$ cat src/rtl/viterbi_chan_inj.sv
// Channel model between convolutional encoder and Viterbi decoder: fixed-latency symbol
// pipeline with clean/random/periodic/burst bit-error injection and windowed error statistics.
module viterbi_chan_inj #(
  parameter int unsigned SYM_W   = 2,
  parameter int unsigned DELAY   = 1,
  parameter int unsigned CNT_W   = 32,
  parameter int unsigned BURST_W = 4
) (
  input  logic               clk,
  input  logic               rst,
  input  logic [1:0]         mode_i,
  input  logic               mask_sel_i,
  input  logic [15:0]        thresh_i,
  input  logic [15:0]        period_i,
  input  logic [BURST_W-1:0] burst_len_i,
  input  logic [15:0]        seed_i,
  input  logic               seed_load_i,
  input  logic               clr_stats_i,
  input  logic [CNT_W-1:0]   window_i,
  input  logic               sym_valid_i,
  input  logic [SYM_W-1:0]   sym_i,
  output logic               sym_valid_o,
  output logic [SYM_W-1:0]   sym_o,
  output logic [SYM_W-1:0]   err_mask_o,
  output logic [CNT_W-1:0]   sym_ct_o,
  output logic [CNT_W-1:0]   bad_sym_ct_o,
  output logic [CNT_W-1:0]   bad_bit_ct_o,
  output logic               window_done_o
);

  // Right-shifting Galois form of x^16+x^14+x^13+x^11+1.
  localparam logic [15:0] LfsrTaps = 16'hB400;

  typedef enum logic {StIdle, StBurst} burst_st_e;

  logic [15:0]        lfsr_q, lfsr_d;
  logic [15:0]        per_cnt_q, per_cnt_d, per_next;
  burst_st_e          burst_q;
  logic [BURST_W-1:0] rem_q;
  logic               trig;
  logic [SYM_W-1:0]   base_mask, mask;

  logic [DELAY-1:0]   vld_q;
  logic [SYM_W-1:0]   sym_pq  [DELAY];
  logic [SYM_W-1:0]   mask_pq [DELAY];

  logic [CNT_W-1:0]   sym_ct_q, bad_sym_ct_q, bad_bit_ct_q;
  logic               win_done_q, win_hit, cnt_en;

  function automatic logic [CNT_W-1:0] sat_add(input logic [CNT_W-1:0] a,
                                                input logic [CNT_W-1:0] b);
    logic [CNT_W:0] s;
    s = {1'b0, a} + {1'b0, b};
    return s[CNT_W] ? '1 : s[CNT_W-1:0];
  endfunction

  function automatic logic [CNT_W-1:0] popcnt(input logic [SYM_W-1:0] m);
    logic [CNT_W-1:0] c;
    c = '0;
    for (int i = 0; i < int'(SYM_W); i++) c = c + CNT_W'(m[i]);
    return c;
  endfunction

  always_comb begin
    lfsr_d = lfsr_q;
    if (seed_load_i) begin
      lfsr_d = (seed_i == 16'h0000) ? 16'h0001 : seed_i;
    end else if (sym_valid_i) begin
      lfsr_d = {1'b0, lfsr_q[15:1]} ^ (lfsr_q[0] ? LfsrTaps : 16'h0000);
    end
  end

  assign trig     = lfsr_q < thresh_i;
  assign per_next = per_cnt_q + 16'd1;

  always_comb begin
    base_mask = '1;
    if (mask_sel_i) begin
      base_mask = (lfsr_q[SYM_W-1:0] == '0) ? SYM_W'(1) : lfsr_q[SYM_W-1:0];
    end
  end

  // Stage-0 decision uses the pre-advance LFSR value.
  always_comb begin
    mask      = '0;
    per_cnt_d = per_cnt_q;
    if (sym_valid_i) begin
      unique case (mode_i)
        2'd0: mask = '0;
        2'd1: if (trig) mask = base_mask;
        2'd2: begin
          if (period_i == 16'd0) begin
            per_cnt_d = 16'd0;
          end else if (per_next == period_i) begin
            mask      = base_mask;
            per_cnt_d = 16'd0;
          end else begin
            per_cnt_d = per_next;
          end
        end
        2'd3: if (burst_q == StBurst || (trig && burst_len_i != '0)) mask = base_mask;
      endcase
    end
  end

  always_ff @(posedge clk or negedge rst) begin
    if (!rst) begin
      lfsr_q    <= 16'h0001;
      per_cnt_q <= 16'd0;
    end else begin
      lfsr_q    <= lfsr_d;
      per_cnt_q <= per_cnt_d;
    end
  end

  // Burst length counts the triggering symbol, so a length of 1 never enters StBurst.
  always_ff @(posedge clk or negedge rst) begin
    if (!rst) begin
      burst_q <= StIdle;
      rem_q   <= '0;
    end else if (mode_i != 2'd3) begin
      burst_q <= StIdle;
    end else if (sym_valid_i) begin
      unique case (burst_q)
        StIdle: begin
          if (trig && burst_len_i != '0) begin
            rem_q <= burst_len_i - BURST_W'(1);
            if (burst_len_i != BURST_W'(1)) burst_q <= StBurst;
          end
        end
        StBurst: begin
          rem_q <= rem_q - BURST_W'(1);
          if (rem_q <= BURST_W'(1)) burst_q <= StIdle;
        end
      endcase
    end
  end

  always_ff @(posedge clk or negedge rst) begin
    if (!rst) begin
      vld_q <= '0;
      for (int i = 0; i < int'(DELAY); i++) begin
        sym_pq[i]  <= '0;
        mask_pq[i] <= '0;
      end
    end else begin
      vld_q[0]   <= sym_valid_i;
      sym_pq[0]  <= sym_valid_i ? (sym_i ^ mask) : '0;
      mask_pq[0] <= mask;
      for (int i = 1; i < int'(DELAY); i++) begin
        vld_q[i]   <= vld_q[i-1];
        sym_pq[i]  <= sym_pq[i-1];
        mask_pq[i] <= mask_pq[i-1];
      end
    end
  end

  assign sym_valid_o = vld_q[DELAY-1];
  assign sym_o       = sym_pq[DELAY-1];
  assign err_mask_o  = mask_pq[DELAY-1];

  assign win_hit = (window_i != '0) && (sym_ct_q == window_i);
  assign cnt_en  = sym_valid_o && !win_done_q && !win_hit;

  always_ff @(posedge clk or negedge rst) begin
    if (!rst) begin
      sym_ct_q     <= '0;
      bad_sym_ct_q <= '0;
      bad_bit_ct_q <= '0;
      win_done_q   <= 1'b0;
    end else if (clr_stats_i) begin
      sym_ct_q     <= '0;
      bad_sym_ct_q <= '0;
      bad_bit_ct_q <= '0;
      win_done_q   <= 1'b0;
    end else begin
      if (cnt_en) begin
        sym_ct_q     <= sat_add(sym_ct_q, CNT_W'(1));
        bad_sym_ct_q <= sat_add(bad_sym_ct_q, CNT_W'(|err_mask_o));
        bad_bit_ct_q <= sat_add(bad_bit_ct_q, popcnt(err_mask_o));
      end
      win_done_q <= win_done_q | win_hit;
    end
  end

  assign sym_ct_o      = sym_ct_q;
  assign bad_sym_ct_o  = bad_sym_ct_q;
  assign bad_bit_ct_o  = bad_bit_ct_q;
  assign window_done_o = win_done_q;

endmodule

$ cat config.mk
export PLATFORM = sky130hd
export DESIGN_NAME = viterbi_chan_inj
export DESIGN_NICKNAME = d
export VERILOG_FILES = /design/src/rtl/viterbi_chan_inj.sv
export SDC_FILE = /design/constraint.sdc
export NUM_CORES = 1
export LEC_CHECK = 0
export ABC_AREA = 0
export ABC_CLOCK_PERIOD_IN_PS = 3400
export CORE_UTILIZATION = 52
export DETAILED_ROUTE_END_ITERATION = 10
export MAX_ROUTING_LAYER = met4
export PLACE_DENSITY = 0.81
export SYNTH_ARGS = -nofsm -noshare
export SYNTH_HDL_FRONTEND = slang
export SYNTH_SLANG_ARGS = --single-unit
$ cat constraint.sdc
create_clock -name clk -period 3.4 [get_ports clk]
set_input_delay 0.68 -clock clk [delete_from_list [all_inputs] [get_ports clk]]
set_output_delay 0.68 -clock clk [all_outputs]
set_load 0.005 [all_outputs]
# == Yosys cells after proc, flatten, opt, wreduce, memory -nomap -nowiden ==
# Index checks and enable logic that the tools add are counted.
# totals
ff_bits,139
output_inout_bits,102
elab_cells,85
# classes
add_sub_neg,7
order_cmp,2
n_eq_ne,8
n_mux,33
n_bitwise,5
n_reduce_logical,19
# ops
operator,count
$mux W32,9
$mux W16,6
$add A32 B1 Y33,1
$add A32 B1 Y33 const B,1
$add A32 B2 Y33,1
$eq A32 B32 Y1,1
$logic_not A16 Y1,2
$reduce_bool A32 Y1,1
$add A16 B1 Y16 const B,1
$eq A16 B16 Y1,1
$lt A16 B16 Y1,1
$mux W2,8
$xor A15 B16 Y16,1
$pmux W2 S4,1
$pmux W4 S2,1
$sub A4 B1 Y4 const B,2
$mux W1,6
$reduce_bool A2 Y1,3
$eq A2 B2 Y1 const B,2
$le A4 B1 Y1 const B,1
$logic_and A1 B1 Y1,4
$logic_not A2 Y1,2
$mux W4,1
$ne A2 B2 Y1 const B,2
13 further kinds,15

# == Depth between registers and ports, before layout ==
# depth
depth_word,9
depth_mapped,13

# == Worst setup path before layout ==
# Ideal clock, no wire load.
# synth_timing
path_kind,register -> register
start,"reg mask_pq, in the netlist err_mask_o[0]"
end,"reg bad_bit_ct_q[2], in the netlist bad_bit_ct_o[2]"
setup_ns,0.099
t_arrival_ns,2.694
setup_slack_ns,0.607
path_stages_with_launch,12
synth_period_minus_slack_ns,2.793
path_cell_list,dfrtp_1 > inv_1 > fa_1 > inv_1 > ha_1 > nand4_1 > nor2_1 > nand2_1 > or4_4 > and2_1 > buf_6 > a311oi_1
# synth_via
elab_chain_cells,5
# synth_lines
element,line,source
from (decl),45,logic [SYM_W-1:0] mask_pq [DELAY];
"from (signal, indexed assignment)",153,mask_pq[i] <= mask_pq[i-1];
$add A1 B1 Y2,60,for (int i = 0; i < int'(SYM_W); i++) c = c + CNT_W'(m[i]);
$add A32 B2 Y33,53,"s = {1'b0, a} + {1'b0, b};"
$mux W32,54,return s[CNT_W] ? '1 : s[CNT_W-1:0];
$mux W32,177,if (cnt_en) begin
$mux W32,171,end else if (clr_stats_i) begin
to (signal assigned),180,"bad_bit_ct_q <= sat_add(bad_bit_ct_q, popcnt(err_mask_o));"
to (decl),47,"logic [CNT_W-1:0] sym_ct_q, bad_sym_ct_q, bad_bit_ct_q;"
# No other way between the ends. The select of a mux whose other input is x is not followed.
# A chain may end at the register's enable or synchronous reset.

# == Final worst setup path ==
# layout_timing
start,"reg mask_pq, in the netlist err_mask_o[0]"
end,"reg bad_bit_ct_q[10], in the netlist bad_bit_ct_o[10]"
# Same word-level chain as after synthesis.

==> reports/summary.log <==
INFO  outcome        run_status=finished clean
INFO  yosys          synth_seq_area_share=0.381
INFO  timing         timing.slew.headroom=0.401
INFO  routing        ant_nets=0
INFO  worst_setup_path cpMaxStageDelayCell=sky130_fd_sc_hd__or4_4
INFO  timing         drv_slew=0
INFO  clock_tree     htree_num_levels=4
INFO  routing        drt-vias-per-instance=6.11
INFO  floorplan      io_pins=196
INFO  worst_setup_path worstPathRequired=3.72ns
INFO  routing        wl_met2=12.3mm
INFO  worst_setup_path timing.critical_path.cells=inv_1 -> fa_1 -> inv_1 -> ha_1 -> nand4_1 -> nor2_1 -> nand2_1 -> or4_4 -> and2_1 -> buf_4 -> a311oi_1
INFO  placed_design  place_worst_setup_slack=-0.107ns
INFO  worst_setup_path worst_setup_path_category=register to register
INFO  floorplan      die-area=0.0181mm²
INFO  power_and_ir_drop powerDensity=370mW/mm²
INFO  yosys          synth_async_sr_flop_share=1.00
INFO  worst_hold_path min-delay-path-class=primary input to asynchronous set/reset pin
INFO  worst_setup_path startpoint_type=register
INFO  placed_design  place_hpwl=18.9mm
INFO  worst_setup_path worst_path_most_repeated_cell=sky130_fd_sc_hd__inv_1
INFO  timing         setup_violations=0
INFO  yosys          synth-seq-cells=139
INFO  floorplan      die_h=135µm
INFO  clock_tree     insertion_delay=0.42ns
INFO  global_routing grt_pass1_wl=42.8mm
INFO  cells_and_area antenna_cells=0
INFO  timing         clock.fmax=0.318GHz
INFO  routing        wl=25.8mm
INFO  clock_tree     cts-root-to-sink-buffers=2
INFO  clock_tree     cts.repair.resized=0
INFO  routing        via_count=9,185
INFO  timing         period_minus_slack=3.14ns
INFO  routing        dr.first_iter.drc_count=661
INFO  global_routing grt_max_degree=68
INFO  global_routing grt_use_total=0.304
INFO  routing        drt-pass1-iter-count=5
INFO  timing         worst_clock_skew=0.0126ns
INFO  cells_and_area num-nets-final=1,385
INFO  cells_and_area drive_gt1_frac=0.0766
INFO  global_routing gr-total-overflow=0
INFO  floorplan      placement_rows=48
INFO  timing         fin_hold_ws=0.266ns
INFO  cells_and_area area_growth=31.8%
INFO  cells_and_area fin_area=0.0121mm²
INFO  cells_and_area finish.utilization=0.699
INFO  worst_setup_path cp_slowest_stage_delay=0.60ns
INFO  clock_tree     clock-sinks=139
INFO  yosys          synthesis.instances=1,076
INFO  placed_design  io_buffer_count=195
INFO  yosys          synth.yosys.warnings=0
INFO  clock_tree     cts.reportedPaths.clkPinSlew=0.06ns
INFO  worst_setup_path worst-path-max-fanout=6
INFO  timing         setup_total_negative_slack=0ns
INFO  routing        post_drt_wl_per_cell=17.2µm
INFO  clock_tree     clk_root_buffer_cell=sky130_fd_sc_hd__clkbuf_16
INFO  worst_setup_path critical_path.endpoint_type=register
INFO  power_and_ir_drop ir_worst_vdd=0.339mV
INFO  clock_tree     post_cts_buffers=0
INFO  timing         fin_crit_sh=0.924
INFO  yosys          synth.avg_cell_area=8.50µm²
INFO  yosys          ys_dominant_reg_cell=sky130_fd_sc_hd__dfrtp_1
INFO  timing         worst_slack=0.258ns
INFO  worst_setup_path worst-endpoint-arrival=3.46ns
INFO  clock_tree     tritoncts_clock_tree=built
INFO  yosys          number_of_unique_standard_cell_types_used_by_synthesis=70
INFO  cells_and_area final.fill_count=1,357
INFO  job            maxCapViolCount=0
INFO  cells_and_area final_cell_mix=sky130_fd_sc_hd__clkdlybuf4s50_1, sky130_fd_sc_hd__dfrtp_1, sky130_fd_sc_hd__nor2_1
INFO  floorplan      initial_core_utilization=0.530
INFO  routing        routed.top_layer=met4
INFO  yosys          syn-cell-area=0.00914mm²
INFO  cells_and_area layout.cells.most_common=sky130_fd_sc_hd__clkdlybuf4s50_1
INFO  floorplan      fp.dieW=135µm
INFO  power_and_ir_drop power.static_leakage=4.99nW
INFO  placed_design  gp_congestion=0.924
INFO  floorplan      core_area=0.0172mm²
INFO  yosys          synth_enable_flop_cells=0
INFO  global_routing grt_pass1_vias=8,560
INFO  clock_tree     ctsHoldBuffers=0
INFO  placed_design  detailed_place.area=0.0114mm²
INFO  yosys          syn_nets=1,195
INFO  clock_tree     cts_buffers=17
INFO  timing         rsz0062_at_grt=no
INFO  timing         finalHoldViolCount=0
INFO  global_routing number_of_antenna_violations_at_the_first_check_in_global_routing=0
INFO  routing        route.detailed.drc=0
INFO  routing        wirelength_met1=11.2mm
INFO  timing         max_slew.worst_pin.slew=0.896ns
INFO  routing        wl_met3=1.94mm
## layer usage
metal / vias up / global-route usage
li1: 4348 / -
met1: 4413 / 0.395
met2: 389 / 0.481
met3: 35 / 0.0642
met4: 0 / 0.0874
met5: - / -
## power by group
group / internal, mW / leakage (nW) / total [mW] / switching (mW)
clock: 1.18 / 0.299 / 1.92 / 0.741
combinational: 0.342 / 2.81 / 0.695 / 0.354
sequential: 1.74 / 1.88 / 1.84 / 0.108
## logic make-up after synthesis
| group | after synthesis | synth area share |
|---|---|---|
| AO/OA/AOI/OAI | 234 | 0.172 |
| XOR/XNOR | 57 | 0.0546 |
| buffers and inverters | 105 | 0.0501 |
| multiplexers | 30 | 0.0328 |
| flip-flops | 139 | 0.381 |
| AND/OR/NAND/NOR | 486 | 0.275 |
| adder cells (fa/ha/maj) | 25 | 0.0350 |
## layout make-up
type | instances | area [µm²] | share of cell area
inverter | 41 | 154 | 0.0128
sequential | 139 | 3480 | 0.289
clock inverter | 12 | 165 | 0.0137
multi-input combinational | 832 | 5230 | 0.434
tap | 225 | 282 | 0.0234
clock buffer | 20 | 447 | 0.0371
timing repair buffer | 235 | 2300 | 0.191
## flip-flops by register name, summed over array words and instances (netlist names), 2 cells and up
name          cells
bad_sym_ct_o     32
per_cnt_q        16
sym_ct_o         32
rem_q             4
lfsr_q           16
sym_o             2
err_mask_o        2
bad_bit_ct_o     32
## critical path, delay by kind of cell (launching register included)
kind | cells | cell delay (ns)
and+or+nand+nor | 5 | 1.39
adders and majority gates | 2 | 0.68
buffers and inverters | 3 | 0.33
DFF | 1 | 0.34
AOI/OAI and AO/OA | 1 | 0.29
## cell usage after synthesis, types with 17 or more instances
library cell	instances	area [µm²]
sky130_fd_sc_hd__dfrtp_1	138	3450
sky130_fd_sc_hd__nor2_1	115	432
sky130_fd_sc_hd__nand2_1	93	349
sky130_fd_sc_hd__a21oi_1	64	320
sky130_fd_sc_hd__nand3_1	52	260
sky130_fd_sc_hd__nor3_1	47	235
sky130_fd_sc_hd__o21ai_0	43	215
sky130_fd_sc_hd__inv_1	41	154
sky130_fd_sc_hd__nand4_1	40	250
sky130_fd_sc_hd__xor2_1	40	350
sky130_fd_sc_hd__clkbuf_1	38	143
sky130_fd_sc_hd__a311oi_1	32	280
sky130_fd_sc_hd__and3_1	30	188
sky130_fd_sc_hd__mux2i_1	30	300
sky130_fd_sc_hd__nor4_1	29	181
sky130_fd_sc_hd__ha_1	24	300
sky130_fd_sc_hd__buf_2	18	90.1
sky130_fd_sc_hd__xnor2_1	17	149
## final timing paths
check                              endpoint  cells after the start  slack (ns)              from
min in group clk           bad_sym_ct_o[17]                      1        0.52  bad_sym_ct_o[17]
hold reg to reg            bad_sym_ct_o[17]                      1        0.52  bad_sym_ct_o[17]
setup / recovery           bad_bit_ct_o[10]                     11        0.26     err_mask_o[0]
max in group asynchronous         lfsr_q[0]                      2        2.35               rst
hold / removal             bad_bit_ct_o[19]                      1        0.27               rst
setup reg to reg           bad_bit_ct_o[10]                     11        0.26     err_mask_o[0]
## stage by stage
step,power [mW],instances
2_1_floorplan,2.24,1076
3_3_place_gp,2.54,1472
3_5_place_dp,2.57,1472
4_1_cts,4.50,1504
5_1_grt,4.67,1504
6_report,4.46,1504
(Power assumes the default switching activity.)
